--- src/rtl/rc_settle_monitor.sv ---
// Settling monitor for ADC samples of an RC output node: finds the first run of HOLD in-band samples,
// or reports a timeout. Optional feature macro RC_SETTLE_MON_AVG_EN compares a two-sample average.
module rc_settle_monitor #(
    parameter int DW   = 12,
    parameter int TW   = 16,
    parameter int TOL  = 4,
    parameter int HOLD = 8
) (
    input  logic          clk,
    input  logic          rst_n,
    input  logic          start,
    input  logic [DW-1:0] target,
    input  logic          s_valid,
    input  logic [DW-1:0] s_data,
    output logic          s_ready,
    output logic          busy,
    output logic          done,
    output logic          settled,
    output logic          timeout,
    output logic [TW-1:0] settle_idx
);

    typedef enum logic [1:0] {ST_IDLE, ST_TRACK, ST_DONE} state_t;

    // Handshake: a sample moves only on a cycle where s_valid && s_ready;
    // s_ready is high exactly while tracking, and start overrides any sample that cycle.
    state_t        state, state_nxt;
    logic [DW-1:0] target_q;
    logic [TW-1:0] idx, run, first;
    logic [DW-1:0] cmp;
    logic [DW:0]   diff, err;
    logic          accept, in_band, hit, exhausted;
    logic [TW-1:0] run_inc, first_eff;

`ifdef RC_SETTLE_MON_AVG_EN
    logic [DW-1:0] prev;
    logic [DW:0]   sum;

    // idx is 0 only on the first sample after start, where prev is not yet meaningful
    always_comb begin
        sum = {1'b0, s_data} + {1'b0, prev};
        cmp = (idx == '0) ? s_data : sum[DW:1];
    end

    always_ff @(posedge clk or negedge rst_n) begin
        if (!rst_n)      prev <= '0;
        else if (accept) prev <= s_data;
    end
`else
    assign cmp = s_data;
`endif

    assign accept    = s_valid && (state == ST_TRACK) && !start;
    assign diff      = {1'b0, cmp} - {1'b0, target_q};
    assign err       = diff[DW] ? -diff : diff;
    assign in_band   = (err <= (DW+1)'(TOL));
    assign run_inc   = run + TW'(1);
    assign hit       = in_band && (run_inc == TW'(HOLD));
    assign exhausted = (idx == '1);
    assign first_eff = (run == '0) ? idx : first;

    assign s_ready = (state == ST_TRACK);
    assign busy    = (state == ST_TRACK);

    always_ff @(posedge clk or negedge rst_n) begin
        if (!rst_n) state <= ST_IDLE;
        else        state <= state_nxt;
    end

    always_comb begin
        state_nxt = state;
        if (start) begin
            state_nxt = ST_TRACK;
        end else begin
            case (state)
                ST_TRACK: if (accept && (hit || exhausted)) state_nxt = ST_DONE;
                default:  state_nxt = state;
            endcase
        end
    end

    always_ff @(posedge clk or negedge rst_n) begin
        if (!rst_n) begin
            target_q   <= '0;
            idx        <= '0;
            run        <= '0;
            first      <= '0;
            done       <= 1'b0;
            settled    <= 1'b0;
            timeout    <= 1'b0;
            settle_idx <= '0;
        end else if (start) begin
            target_q   <= target;
            idx        <= '0;
            run        <= '0;
            first      <= '0;
            done       <= 1'b0;
            settled    <= 1'b0;
            timeout    <= 1'b0;
            settle_idx <= '0;
        end else if (accept) begin
            run   <= in_band ? run_inc : '0;
            first <= in_band ? first_eff : first;
            idx   <= exhausted ? idx : idx + TW'(1);
            // a run completing on the last index wins over the timeout
            if (hit) begin
                done       <= 1'b1;
                settled    <= 1'b1;
                settle_idx <= first_eff;
            end else if (exhausted) begin
                done       <= 1'b1;
                timeout    <= 1'b1;
                settle_idx <= '1;
            end
        end
    end

endmodule
--- config.mk ---
export PLATFORM = sky130hd
export DESIGN_NAME = rc_settle_monitor
export DESIGN_NICKNAME = d
export VERILOG_FILES = /design/src/rtl/rc_settle_monitor.sv
export SDC_FILE = /design/constraint.sdc
export NUM_CORES = 1
export LEC_CHECK = 0
export ABC_AREA = 1
export BUFFER_PORTS_ARGS = -buffer_cell sky130_fd_sc_hd__buf_4
export CORE_MARGIN = 2
export CORE_UTILIZATION = 45
export CTS_CLUSTER_DIAMETER = 150
export DETAILED_ROUTE_END_ITERATION = 16
export HOLD_SLACK_MARGIN = 0.06
export PLACE_DENSITY = 0.69
export SETUP_SLACK_MARGIN = 0.02
export SLEW_MARGIN = 20
export SYNTH_ARGS = -nofsm -noshare
export SYNTH_HDL_FRONTEND = slang
export SYNTH_SLANG_ARGS = --single-unit
--- constraint.sdc ---
create_clock -name clk -period 7.1 [get_ports clk]
set_clock_uncertainty 0.15 [all_clocks]
set_input_delay 1.42 -clock clk [delete_from_list [all_inputs] [get_ports clk]]
set_output_delay 1.42 -clock clk [all_outputs]
set_load 0.05 [all_outputs]
==> results by stage <==
Cells and area:
- The antenna diode count is 0.
- In the final layout, the share of cells above drive strength 1 is 0.138.
- The final layout contains 792 nets.
- The area growth from synthesis to layout is 15.5%.
- The count of non-filler cells in the finished layout is 892.

Critical path:
- The total number of cells along the worst setup path is 22.
- The startpoint of the worst register-to-register path is target_q[0].
- Counting stages on the worst path, the most repeated cell is sky130_fd_sc_hd__nand2_1.
- The worst setup path is launched from an input pin.
- The kind of cell with the highest combined delay along the critical path is simple AND/OR/NAND/NOR gates.
- The worst setup path startpoint is s_data[0].
- The required time at the worst-slack endpoint is 7.22 ns.
- The peak per-stage delay on the critical path is 0.53 ns.
- STA puts the critical path data arrival time at 4.35 ns.
- The number of buffers and inverters on the critical path is 3.
- Following the worst setup path forward leads to its endpoint at first[8].
- Walking the worst path, the cells encountered are buf_4 -> inv_1 -> ha_1 -> inv_2 -> fa_1 -> nand2_1 -> nand2_1 -> nand2_1 -> nand2_1 -> nand2_2 -> nand3_1 -> nor2_2 -> nand3_1 -> nand2_1 -> nand2_1 -> nand3_1 -> nor2_4 -> nand2_2 -> nor2_2 -> nor2_4 -> nand2_1 -> o21ai_1.
- In this run the critical register-to-register path is captured at first[8].
- The library cell contributing the largest single delay on the critical path is sky130_fd_sc_hd__nor2_4.
- The slack of the worst reg-to-reg path is 3.67 ns.
- STA classifies the critical path endpoint as a flip-flop.
- Along the worst path, the maximum fanout reaches 32.
- The worst reg-to-reg path cell count is 20.
- The category of the most critical setup path is in -> reg.

Clock network:
- The clock-pin slew on the worst setup and hold paths is 0.06 ns.
- Counting along the longest clock path gives a buffer depth of 2.
- After clock tree synthesis, the repair step resized 0 gates.
- In this run the number of H-tree levels came out at 3.
- The number of setup buffers added after CTS is 0.
- The CTS tree is built.
- The total clock sinks is 81.
- Buffers inserted to repair hold after CTS numbered 0.
- The clock latency on the worst-skew pair is 0.34 ns.
- The number of clock buffers inserted by TritonCTS is 9.
- The clock root buffer is sky130_fd_sc_hd__clkbuf_16.

Logic synthesis:
- The count of state elements after synthesis is 81.
- The number of nets handed over by synthesis was 754.
- The post-synthesis cell area is 0.00513 mm2.
- Yosys printed 0 warnings.
- The main flop type after synthesis is sky130_fd_sc_hd__dfrtp_1.
- For this run, the register share of the synthesized area comes to 0.395.
- The synthesized netlist contains 38 unique library cells.
- The average instance in the mapped netlist occupies 7.24 um2.
- The async set or reset register ratio after synthesis is 1.00.
- The gate count after technology mapping is 709.
- The number of flops mapped to enable cells by yosys is 0.

Timing:
- The worst hold slack after final layout is 0.318 ns.
- Setup violations remaining at the end of the flow were counted as 0.
- The maximum frequency from static timing analysis is 0.236 GHz.
- The final critical-path required period is 4.23 ns.
- For the pin with the worst max-slew slack, the measured transition is 0.773 ns.
- Setup repair after global routing left no endpoint under its margin.
- The final-report hold violation count was 0.
- The max-slew violation count is 0.
- The sum of negative setup slack is 0 ns.
- Dividing the final minimum period by the clock period gives 0.596.
- In this run the tightest slew margin relative to its limit is 0.484.

Place:
- During placement, the flow inserted port buffers numbering 48.
- The placed wire-length estimate is 8.36 mm.
- The placed cell count is 875.
- At the end of routability-driven placement, the weighted congestion stood at 0.905.

Power:
- Power comes to 1380 uW.
- In this run the static leakage power is 0.00294 uW.
- The maximum VDD drop is 243 uV.
- The power density relative to cell area is 232 mW/mm2.

Floorplanning:
- From left edge to right edge, the die measures 111 um.
- The placeable core area is 0.0110 mm2.
- The y dimension of the die is 111 um.
- The area enclosed by the die boundary is 0.0123 mm2.
- In this run the count of I/O pins placed on the die edge is 49.
- The number of cell rows is 38.
- For this configuration, the core starts out at a cell density of 0.467.

Drt:
- The average wire per standard cell is 13.1 um.
- The wire length reported by the detailed router is 11.7 mm.
- Dividing the detail-routed via count by the number of cells gives 5.17.
- The detailed router finished its first iteration with 214 violations.
- The first TritonRoute pass finished after 5 iterations.
- Across all layers, the routed design uses 4616 vias.
- The residual DRC count is 0.
- In this run the remaining antenna-violating nets after routing total 0.

Global route:
- Across every metal layer, demand over resource in global routing totals 0.198.
- The initial antenna violation count is 0.
- The number of global-route vias before repair is 4338.
- After global routing the overflow that remains totals 0.
- The first global-routing pass estimated 20.3 mm of wire.
- Entering global routing, the biggest net connects 82 pins.

Hold path:
- The worst hold path was traced through 2 stages.
- The min-delay analysis places its worst path in the category reg -> reg.

Status:
- The run finished with clean final reports.

Flow run:
- Across the run, the number of max-cap violations was 0.
==> state kept, by name (all words and copies together), names as in the netlist <==
signal      cells
first          16
run            16
state           2
target_q       12
settle_idx     16
settled         1
idx            16
done            1
timeout         1
==> cells by family (layout without fill, tap and decap cells) <==
family | count (synthesis) | in the layout | share of synthesized area
buf+inv | 119 | 162 | 0.0927
fa+ha+maj | 17 | 17 | 0.0429
compound gates | 110 | 110 | 0.118
flops | 81 | 81 | 0.395
simple gates | 366 | 366 | 0.324
xor+xnor | 16 | 16 | 0.0273
==> metal layers <==
metal  share of wire  GRT usage  wire (um)  vias to the layer above
met4           0.017     0.0650        196                        0
met1            0.47      0.263       5550                     2152
met2            0.47      0.320       5470                       90
li1                -          -          -                     2358
met3           0.041     0.0476        479                       16
met5               0          0          0                        -
==> placed cells by master (no fill, tap or decap), types with 2 or more instances in the layout <==
cell and n:
sky130_fd_sc_hd__nand3b_1 5, sky130_fd_sc_hd__inv_1 91, sky130_fd_sc_hd__nand3_2 2, sky130_fd_sc_hd__nor3_2 2
sky130_fd_sc_hd__inv_2 5, sky130_fd_sc_hd__nand2_4 2, sky130_fd_sc_hd__clkbuf_8 2, sky130_fd_sc_hd__nor3_1 7
sky130_fd_sc_hd__nand3_1 58, sky130_fd_sc_hd__xnor2_1 5, sky130_fd_sc_hd__o21ai_1 16, sky130_fd_sc_hd__nor2_4 4
sky130_fd_sc_hd__o21bai_1 2, sky130_fd_sc_hd__buf_4 47, sky130_fd_sc_hd__o31ai_1 12, sky130_fd_sc_hd__clkbuf_16 9
sky130_fd_sc_hd__nor2_2 4, sky130_fd_sc_hd__nor2_1 38, sky130_fd_sc_hd__xor2_1 11, sky130_fd_sc_hd__bufinv_16 3
sky130_fd_sc_hd__nand4_1 8, sky130_fd_sc_hd__o21ai_0 44, sky130_fd_sc_hd__nor4_1 3, sky130_fd_sc_hd__dfrtp_1 81
sky130_fd_sc_hd__buf_6 2, sky130_fd_sc_hd__ha_1 16, sky130_fd_sc_hd__nand3_4 2, sky130_fd_sc_hd__nand2_2 16
sky130_fd_sc_hd__a21oi_1 30, sky130_fd_sc_hd__a31oi_1 3, sky130_fd_sc_hd__nand2_1 213
==> power breakdown <==
group | switching (uW) | total (uW) | internal (uW)
registers | 14.4 | 502 | 487
logic | 227 | 328 | 101
clock network | 183 | 547 | 363
==> layout make-up <==
cell class	instances	area, um2
Clock buffer	12	256
Clock inverter	4	98.8
Fill cell	1022	5060
Inverter	97	364
Multi-Input combinational cell	509	2630
Sequential cell	81	2030
Tap cell	140	175
Timing Repair Buffer	49	375
==> cells in the mapped netlist, drive strengths merged, types with 2 or more instances <==
master | count | area [um2]
nand2 | 231 | 922
inv | 96 | 360
dfrtp | 81 | 2030
nand3 | 62 | 345
o21ai | 61 | 309
nor2 | 46 | 213
a21oi | 30 | 150
ha | 16 | 200
clkbuf | 12 | 45.0
o31ai | 12 | 90.1
xor2 | 11 | 96.3
buf | 10 | 66.3
nor3 | 10 | 71.3
nand4 | 8 | 50.1
nand3b | 5 | 37.5
xnor2 | 5 | 43.8
a31oi | 3 | 18.8
nor4 | 3 | 18.8
o21bai | 2 | 15.0
==> worst min path at each step <==
stage	start	endpoint	slack [ns]
finish	settle_idx[0]	settle_idx[0]	0.32
detailed placement	settle_idx[0]	settle_idx[0]	0.31
global placement	state[0]	state[0]	0.31
global route	settle_idx[15]	settle_idx[15]	0.35
floorplan	state[0]	state[0]	0.29
CTS	settle_idx[0]	settle_idx[0]	0.33
==> per-stage QoR <==
stage / cell area [um2] / worst slack, ns / utilization
3_3_place_gp: 5550 / 2.67 / 0.506
2_1_floorplan: 5130 / 3.28 / -
6_report: 5920 / 2.87 / 0.539
5_1_grt: 5920 / 2.50 / 0.539
4_1_cts: 5910 / 2.85 / 0.538
3_5_place_dp: 5550 / 2.54 / 0.506
==> worst reg2reg max path: stages, from the launching register on <==
cell	delay (ns)
sky130_fd_sc_hd__dfrtp_1	0.40
sky130_fd_sc_hd__ha_1	0.18
sky130_fd_sc_hd__inv_2	0.05
sky130_fd_sc_hd__fa_1	0.38
sky130_fd_sc_hd__nand2_1	0.09
sky130_fd_sc_hd__nand2_1	0.11
sky130_fd_sc_hd__nand2_1	0.11
sky130_fd_sc_hd__nand2_1	0.07
sky130_fd_sc_hd__nand2_2	0.09
sky130_fd_sc_hd__nand3_1	0.12
sky130_fd_sc_hd__nor2_2	0.15
sky130_fd_sc_hd__nand3_1	0.08
sky130_fd_sc_hd__nand2_1	0.06
sky130_fd_sc_hd__nand2_1	0.04
sky130_fd_sc_hd__nand3_1	0.11
sky130_fd_sc_hd__nor2_4	0.06
sky130_fd_sc_hd__nand2_2	0.25
sky130_fd_sc_hd__nor2_2	0.08
sky130_fd_sc_hd__nor2_4	0.53
sky130_fd_sc_hd__nand2_1	0.14
sky130_fd_sc_hd__o21ai_1	0.11
Note: power is estimated with default switching activity, not from simulation.
